## src/rtl/ps2_pkg.sv

```systemverilog
// Shared constants for the PS/2 scancode FIFO: ZX-Uno register addresses,
// KBSTATUS bit positions, FIFO entry layout and the flush control bit.
`timescale 1ns/1ps
package ps2_pkg;
    localparam logic [7:0] ADDR_SCANCODE = 8'h04;
    localparam logic [7:0] ADDR_KBSTATUS = 8'h05;

    localparam int KB_BSY  = 7;
    localparam int KB_OVF  = 6;
    localparam int KB_FULL = 5;
    localparam int KB_ERR  = 3;
    localparam int KB_RLS  = 2;
    localparam int KB_EXT  = 1;
    localparam int KB_PEN  = 0;

    localparam int ENT_RLS   = 9;
    localparam int ENT_EXT   = 8;
    localparam int ENT_W     = 10;
    localparam int FLUSH_BIT = 7;

    typedef struct packed {
        logic       rls;
        logic       ext;
        logic [7:0] code;
    } entry_t;

    function automatic entry_t make_entry(input logic rls, input logic ext, input logic [7:0] code);
        entry_t e;
        e.rls  = rls;
        e.ext  = ext;
        e.code = code;
        return e;
    endfunction
endpackage

```

## src/rtl/sync_fifo_core.sv

```systemverilog
// Generic single-clock FIFO; the head output is registered from next-state
// so it is valid one cycle after the push/pop/flush that changed it.
`timescale 1ns/1ps
module sync_fifo_core #(
    parameter int WIDTH = 10,
    parameter int DEPTH = 16,
    parameter int AW    = 4
) (
    input  logic             clk,
    input  logic             srst,
    input  logic             push,
    input  logic             pop,
    input  logic             flush,
    input  logic [WIDTH-1:0] din,
    output logic [WIDTH-1:0] head,
    output logic [AW:0]      count,
    output logic             full,
    output logic             empty,
    output logic             dropped
);
    logic [WIDTH-1:0] mem [DEPTH];
    logic [AW-1:0]    wr_ptr_reg, rd_ptr_reg, rd_ptr_next;
    logic [AW:0]      count_reg, count_next;
    logic [WIDTH-1:0] head_reg;
    logic             do_push, do_pop;

    assign full  = (count_reg == (AW+1)'(DEPTH));
    assign empty = (count_reg == '0);
    assign count = count_reg;
    assign head  = head_reg;

    always_comb begin
        do_pop      = pop && !empty && !flush;
        do_push     = push && (!full || do_pop) && !flush;
        dropped     = push && full && !do_pop && !flush;
        rd_ptr_next = do_pop ? rd_ptr_reg + AW'(1) : rd_ptr_reg;
        count_next  = count_reg;
        if (do_push && !do_pop)
            count_next = count_reg + (AW+1)'(1);
        else if (do_pop && !do_push)
            count_next = count_reg - (AW+1)'(1);
    end

    always_ff @(posedge clk) begin
        if (do_push)
            mem[wr_ptr_reg] <= din;
    end

    always_ff @(posedge clk) begin
        if (srst || flush) begin
            wr_ptr_reg <= '0;
            rd_ptr_reg <= '0;
            count_reg  <= '0;
            head_reg   <= '0;
        end else begin
            if (do_push)
                wr_ptr_reg <= wr_ptr_reg + AW'(1);
            rd_ptr_reg <= rd_ptr_next;
            count_reg  <= count_next;
            // A write landing on the new head slot bypasses the array read.
            if (do_push && (wr_ptr_reg == rd_ptr_next))
                head_reg <= din;
            else
                head_reg <= mem[rd_ptr_next];
        end
    end
endmodule

```

## src/rtl/ps2_scancode_fifo.sv

```systemverilog
// PS/2 scancode FIFO behind the ZX-Uno SCANCODE/KBSTATUS registers.
// Define PS2_FIFO_IRQ_EN to build the occupancy/overflow interrupt.
`timescale 1ns/1ps
module ps2_scancode_fifo
    import ps2_pkg::*;
#(
    parameter int         DEPTH     = 16,
    parameter int         AW        = 4,
    parameter logic [7:0] SCANCODE  = ADDR_SCANCODE,
    parameter logic [7:0] KBSTATUS  = ADDR_KBSTATUS,
    parameter int         IRQ_LEVEL = 1
) (
    input  logic       clk,
    input  logic       rst,
    input  logic       scan_received,
    input  logic [7:0] scancode,
    input  logic       extended,
    input  logic       released,
    input  logic       ps2busy,
    input  logic       kberror,
    input  logic [7:0] zxuno_addr,
    input  logic       zxuno_regrd,
    input  logic       zxuno_regwr,
    input  logic [7:0] din,
    output logic [7:0] scancode_dout,
    output logic       oe_n_scancode,
    output logic [7:0] kbstatus_dout,
    output logic       oe_n_kbstatus,
    output logic       fifo_irq
);
    logic       rd_sc, rd_ks, sc_fall, ks_fall, flush;
    logic       rd_sc_prev_reg, rd_ks_prev_reg;
    logic       bsy_reg, err_reg, ovf_reg;
    logic       full, empty, dropped;
    logic [AW:0] count;
    entry_t     head;

    assign rd_sc   = zxuno_regrd && (zxuno_addr == SCANCODE);
    assign rd_ks   = zxuno_regrd && (zxuno_addr == KBSTATUS);
    assign sc_fall = rd_sc_prev_reg && !rd_sc;
    assign ks_fall = rd_ks_prev_reg && !rd_ks;
    assign flush   = zxuno_regwr && (zxuno_addr == KBSTATUS) && din[FLUSH_BIT];

    assign oe_n_scancode = ~rd_sc;
    assign oe_n_kbstatus = ~rd_ks;

    sync_fifo_core #(
        .WIDTH (ENT_W),
        .DEPTH (DEPTH),
        .AW    (AW)
    ) u_core (
        .clk     (clk),
        .srst    (rst),
        .push    (scan_received),
        .pop     (sc_fall),
        .flush   (flush),
        .din     (make_entry(released, extended, scancode)),
        .head    (head),
        .count   (count),
        .full    (full),
        .empty   (empty),
        .dropped (dropped)
    );

    always_ff @(posedge clk) begin
        if (rst) begin
            rd_sc_prev_reg <= 1'b0;
            rd_ks_prev_reg <= 1'b0;
            bsy_reg        <= 1'b0;
            err_reg        <= 1'b0;
            ovf_reg        <= 1'b0;
        end else begin
            rd_sc_prev_reg <= rd_sc;
            rd_ks_prev_reg <= rd_ks;
            bsy_reg        <= ps2busy;
            err_reg        <= kberror;
            // A drop in the same cycle as a status-read edge keeps OVF set.
            if (flush)
                ovf_reg <= 1'b0;
            else if (dropped)
                ovf_reg <= 1'b1;
            else if (ks_fall)
                ovf_reg <= 1'b0;
        end
    end

    assign scancode_dout = empty ? 8'h00 : head.code;

    always_comb begin
        kbstatus_dout          = 8'h00;
        kbstatus_dout[KB_BSY]  = bsy_reg;
        kbstatus_dout[KB_OVF]  = ovf_reg;
        kbstatus_dout[KB_FULL] = full;
        kbstatus_dout[KB_ERR]  = err_reg;
        kbstatus_dout[KB_RLS]  = !empty && head.rls;
        kbstatus_dout[KB_EXT]  = !empty && head.ext;
        kbstatus_dout[KB_PEN]  = !empty;
    end

`ifdef PS2_FIFO_IRQ_EN
    logic irq_reg;
    always_ff @(posedge clk) begin
        if (rst)
            irq_reg <= 1'b0;
        else
            irq_reg <= (count >= (AW+1)'(IRQ_LEVEL)) || ovf_reg;
    end
    assign fifo_irq = irq_reg;
`else
    assign fifo_irq = 1'b0;
`endif
endmodule

```

## config.mk

```make
export PLATFORM = sky130hd
export DESIGN_NAME = ps2_scancode_fifo
export DESIGN_NICKNAME = d
export VERILOG_FILES = /design/src/rtl/ps2_pkg.sv /design/src/rtl/sync_fifo_core.sv /design/src/rtl/ps2_scancode_fifo.sv
export SDC_FILE = /design/constraint.sdc
export NUM_CORES = 1
export LEC_CHECK = 0
export CAP_MARGIN = 5
export CORE_MARGIN = 4
export CORE_UTILIZATION = 40
export DETAILED_ROUTE_END_ITERATION = 8
export SLEW_MARGIN = 10
export SYNTH_ARGS = -nofsm -noshare
export SYNTH_HDL_FRONTEND = slang
export SYNTH_HIERARCHICAL = 1
export SYNTH_SLANG_ARGS = --single-unit
```

## constraint.sdc

```tcl
create_clock -name clk -period 11.3 [get_ports clk]
set_input_delay 2.825 -clock clk [delete_from_list [all_inputs] [get_ports clk]]
set_output_delay 2.825 -clock clk [all_outputs]
set_load 0.01 [all_outputs]
```

* Word-level counts from Yosys, hierarchy flattened
Memories as Yosys holds them, arrays and structs flattened. A register that Yosys moved wholly into a read port is not among the register bits. Cells that the tools add are included. W data, S select, Z words.
Word-level totals: bits in registers 18, memory bits (writable) 160, input port bits 33, output and inout bits 19, memories kept 1
Cells by class: add/subtract/negate cells 4, equal/unequal tests 3, multiplexer cells 8, bitwise logic cells 2, reductions and logical operators 30
Memory list:
- u_core.mem | depth 16, bits a word 10, rd ports 1, clocked after Yosys merged registers in 1, wr ports 1, line sync_fifo_core.sv:21 | logic [WIDTH-1:0] mem [DEPTH];
Operators with widths (number):
- $logic_and A1 B1 Y1 | 17
- $eq A8 B3 Y1 const B | 2
- $mux W5 | 2
- $add A4 B1 Y4 const B | 2
- $mux W8 | 1
- $logic_not A1 Y1 | 7
- $add A5 B1 Y5 const B | 1
- $eq A5 B5 Y1 const B | 1
- $logic_not A5 Y1 | 1
- $sub A5 B1 Y5 const B | 1
- $mux W1 | 4
- $mux W4 | 1
- $reduce_bool A2 Y1 | 2
- $logic_or A1 B1 Y1 | 2
- $not A1 Y1 | 2
- $reduce_or A2 Y1 | 1

* Depth between registers and ports, before layout
word-level depth 13, gate-level depth with buffers 15, mapped depth without buffers 14

* Hierarchy
Netlist, hierarchy kept.
By module, submodules not included:
- sync_fifo_core | instances 1, cells an instance 550, area an instance 7671.1 um^2
- ps2_scancode_fifo | instances 1, cells an instance 39, area an instance 335.3 um^2

* Worst setup path before layout
Ideal clock, no wire load.
kind input port to output port, start in zxuno_addr[5], end out oe_n_scancode, arrival time 3.315 ns, slack 5.160 ns, cell stages on the path 2, path through nor4_4 nand3_1
On the way: cells in the longest elaborated chain, start to end 3
RTL lines:
- start: declaration | line ps2_scancode_fifo.sv:21 | input logic [7:0] zxuno_addr,
- $eq A8 B3 Y1 | line ps2_scancode_fifo.sv:38 | assign rd_sc = zxuno_regrd && (zxuno_addr == SCANCODE);
- $logic_and A1 B1 Y1 | line ps2_scancode_fifo.sv:38
- $not A1 Y1 | line ps2_scancode_fifo.sv:44 | assign oe_n_scancode = ~rd_sc;
- end: declaration | line ps2_scancode_fifo.sv:26 | output logic oe_n_scancode,
Every way passes these cells.

* Final worst setup path
Ends and elaborated chain as after synthesis.

==> results.toml <==
[cts]
ctsHoldBuffers = 0
cts_inserted_buffers = 17
htree_levels = 4
cts_tree = "built"
path_clk_slew_ps = 60
cts_buffer_depth = 2
cts.sinks = 188
cts_resized = 0
insertion_delay_ps = 430
cts_root_buf = "clkbuf_16"
cts_setup_buffers = 0

[placed_design]
dp_slack_ps = 4150
port_buffers = 42
dp.final_hpwl_mm = 11.3
place_congestion = 0.811

[layout]
drive_gt1_share_pct = 8.82
diodes = 0
largest_reg_flops = 160
multi_input_area_um2 = 2400
syn_to_final_growth_pct = 14.3
fillers = 1743
register_area_um2 = 5370
num-nets-final = 665

[power]
combPwrFrac_pct = 11.0
sequentialPowerShare_pct = 52.5
swShare_pct = 24.5
p_clk_share_pct = 36.5
p_total_w = 0.00150
irDropWorstVdd_v = 0.000101
internal_power_w = 0.00113
power_leakage_nw = 3.30
power.density_nw_per_um2 = 164
netSwitchingPower_w = 0.000368

[drt]
drt_iter0_markers = 433
drt_wl_total_mm = 17.8
drcViolationCount = 0
drt_pre_antenna_iters = 5
viasPerCell = 5.39
ant_nets = 0
vias = 4849
detail_route.wl_per_cell_um = 19.8

[global_routing]
groute.usage.overall_pct = 16.5
antenna_found_initial = 0
grt_max_degree = 59
grt_pass1_vias = 4691
grt_overflow = 0
grt_pass1_wl_mm = 27.6

[timing]
worstMarginPinSlew_ps = 1180
slew_viol_final = 0
fin_worst_skew_ps = 8.10
rsz0062_at_grt = "no"
fin_crit_sh_pct = 63.2
holdWs_ps = 523
hold_viol = 0
setup_tns_ps = 0
fmax_mhz = 140
finalCriticalPeriod_ps = 7140
finalSetupViolCount = 0
maxSlewHeadroom_pct = 20.8
setup_ws_ps = 4160

[logic_synthesis]
synth_enable_flop_cells = 160
ys.flop_type = "edfxtp_1"
yosysWarnings = 6
avgSynthCellArea_um2 = 13.6
ys_ff_latch = 188
syn-instance-count = 589
ys_seq_area_share_pct = 67.0
netlist_area_um2 = 8010
async_flop_share_pct = 0
synth_cell_types = 55

[hold_path]
min_path_type = "flip-flop to flip-flop"
worstHoldStart = "ovf_reg"

[floorplanning]
row_count = 51
die_area_um2 = 22300
start_util_pct = 40.9
core_um2 = 19600
ioPinCount = 52
die_x_um = 149
die_h_um = 149

[job]
maxCapViolCount = 0

[critical_path]
crit_arrival_ps = 4310
endpoint = "oe_n_scancode"
crit_top_cell = "clkdlybuf4s50_1"
endpoint_kind = "output port"
worstSetupPathType = "primary input to output port"
cp-start-kind = "primary input"
crit_path_max_incr_delay_ps = 520
r2r_end = "u_core/head[5]"
rrSetupSlack_ps = 7410
worstRegToRegCells = 8
crit_slowest_cell = "clkdlybuf4s50_1"
crit_start = "zxuno_addr[5]"
worst-path-max-fanout = 4
path_cells = "clkdlybuf4s50_1 -> nor4_4 -> nand3_1 -> clkdlybuf4s50_1"
cp.required_ps = 8480
r2r_start = "u_core/count[1]"

[status]
status = "completed"
Yosys cell counts (all sizes together) (4+ instances only):
master / count / area [µm²]
nand2: 77 / 289
clkbuf: 18 / 67.6
edfxtp: 160 / 4800
a31oi: 19 / 119
o21ai: 19 / 106
xnor2: 9 / 86.3
ha: 9 / 113
nor3: 5 / 25.0
nor2: 30 / 113
buf: 20 / 165
xor2: 7 / 80.1
nand3: 44 / 220
mux2i: 50 / 500
a21oi: 11 / 55.1
a211oi: 4 / 35.0
inv: 7 / 26.3
a221oi: 16 / 146
nand2b: 4 / 25.0
nor2b: 15 / 93.8
dfxtp: 28 / 561
worst min path at each step:
stage	end	slack, ps	cells after the start
2_1_floorplan	ovf_reg	480	2
3_3_place_gp	ovf_reg	510	2
3_5_place_dp	ovf_reg	520	2
4_1_cts	ovf_reg	530	2
5_1_grt	ovf_reg	560	2
6_report	ovf_reg	520	2
power by group through the flow:
stage | logic [W] | registers (W) | clock network [W]
floorplan | 0.0000964 | 0.000800 | 0
global placement | 0.000162 | 0.000802 | 0
detailed placement | 0.000167 | 0.000804 | 0
CTS | 0.000167 | 0.000789 | 0.000562
global route | 0.000182 | 0.000791 | 0.000592
finish | 0.000166 | 0.000789 | 0.000548
layout make-up:
class,instances,area share [%]
Clock buffer,18,4.69
Multi-Input combinational cell,357,26.3
Tap cell,265,3.62
Inverter,7,0.287
Clock inverter,14,1.19
Timing Repair Buffer,51,5.33
Sequential cell,188,58.6
placed cells by master (no fill, tap or decap), types with 2 or more instances in the layout:
cell type,synthesis,routed
a211oi_1,3,3
a21o_1,3,3
a21oi_1,11,11
a221o_1,2,2
a221oi_1,15,15
a31oi_1,19,19
and2_1,3,3
buf_4,6,9
clkbuf_16,0,17
clkdlybuf4s50_1,0,42
clkinv_1,0,2
clkinv_2,0,2
conb_1,1,2
dfxtp_1,28,28
edfxtp_1,160,160
ha_1,9,9
inv_1,7,7
inv_6,0,6
inv_8,0,2
mux2i_1,50,50
mux4_2,3,3
nand2_1,77,77
nand2b_1,4,4
nand3_1,44,44
nand4_1,2,2
nor2_1,30,30
nor2b_1,15,15
nor3_1,5,5
nor3b_1,2,2
o211ai_1,2,2
o21ai_0,9,9
o21ai_1,9,9
o2bb2ai_1,2,2
or3_1,2,2
or4_4,2,2
xnor2_1,8,7
xor2_1,6,6
per-stage QoR:
step	cells	cell area, µm²	util (%)
after floorplan	590	8010	-
after global placement	868	8620	44.0
after detailed placement	868	8620	44.0
after CTS	900	9150	46.7
after global routing	900	9150	46.7
final	900	9150	46.7
logic make-up after synthesis:
| group | Yosys count | share of synthesized area (%) |
|---|---|---|
| AND/OR/NAND/NOR | 193 | 11.5 |
| flip-flops | 188 | 67.0 |
| AO/OA/AOI/OAI | 82 | 7.19 |
| multiplexers | 54 | 7.24 |
| buffers and inverters | 45 | 3.23 |
| XOR/XNOR | 16 | 2.08 |
| adder cells (fa/ha/maj) | 10 | 1.66 |
| other | 1 | 0.0468 |
critical path, delay by kind of cell:
family	cells	cell delay [ps]
AND/OR/NAND/NOR	2	530
buffers and inverters	2	960
per-layer routing:
layer | wire length, µm | track usage [%] | vias up
met3 | 1180 | 3.66 | 18
met2 | 8360 | 25.1 | 173
li1 | - | - | 2271
met1 | 8060 | 23.9 | 2387
met5 | 0 | 0 | -
met4 | 247 | 5.08 | 0
No activity file was read; power rests on OpenSTA's default activity.
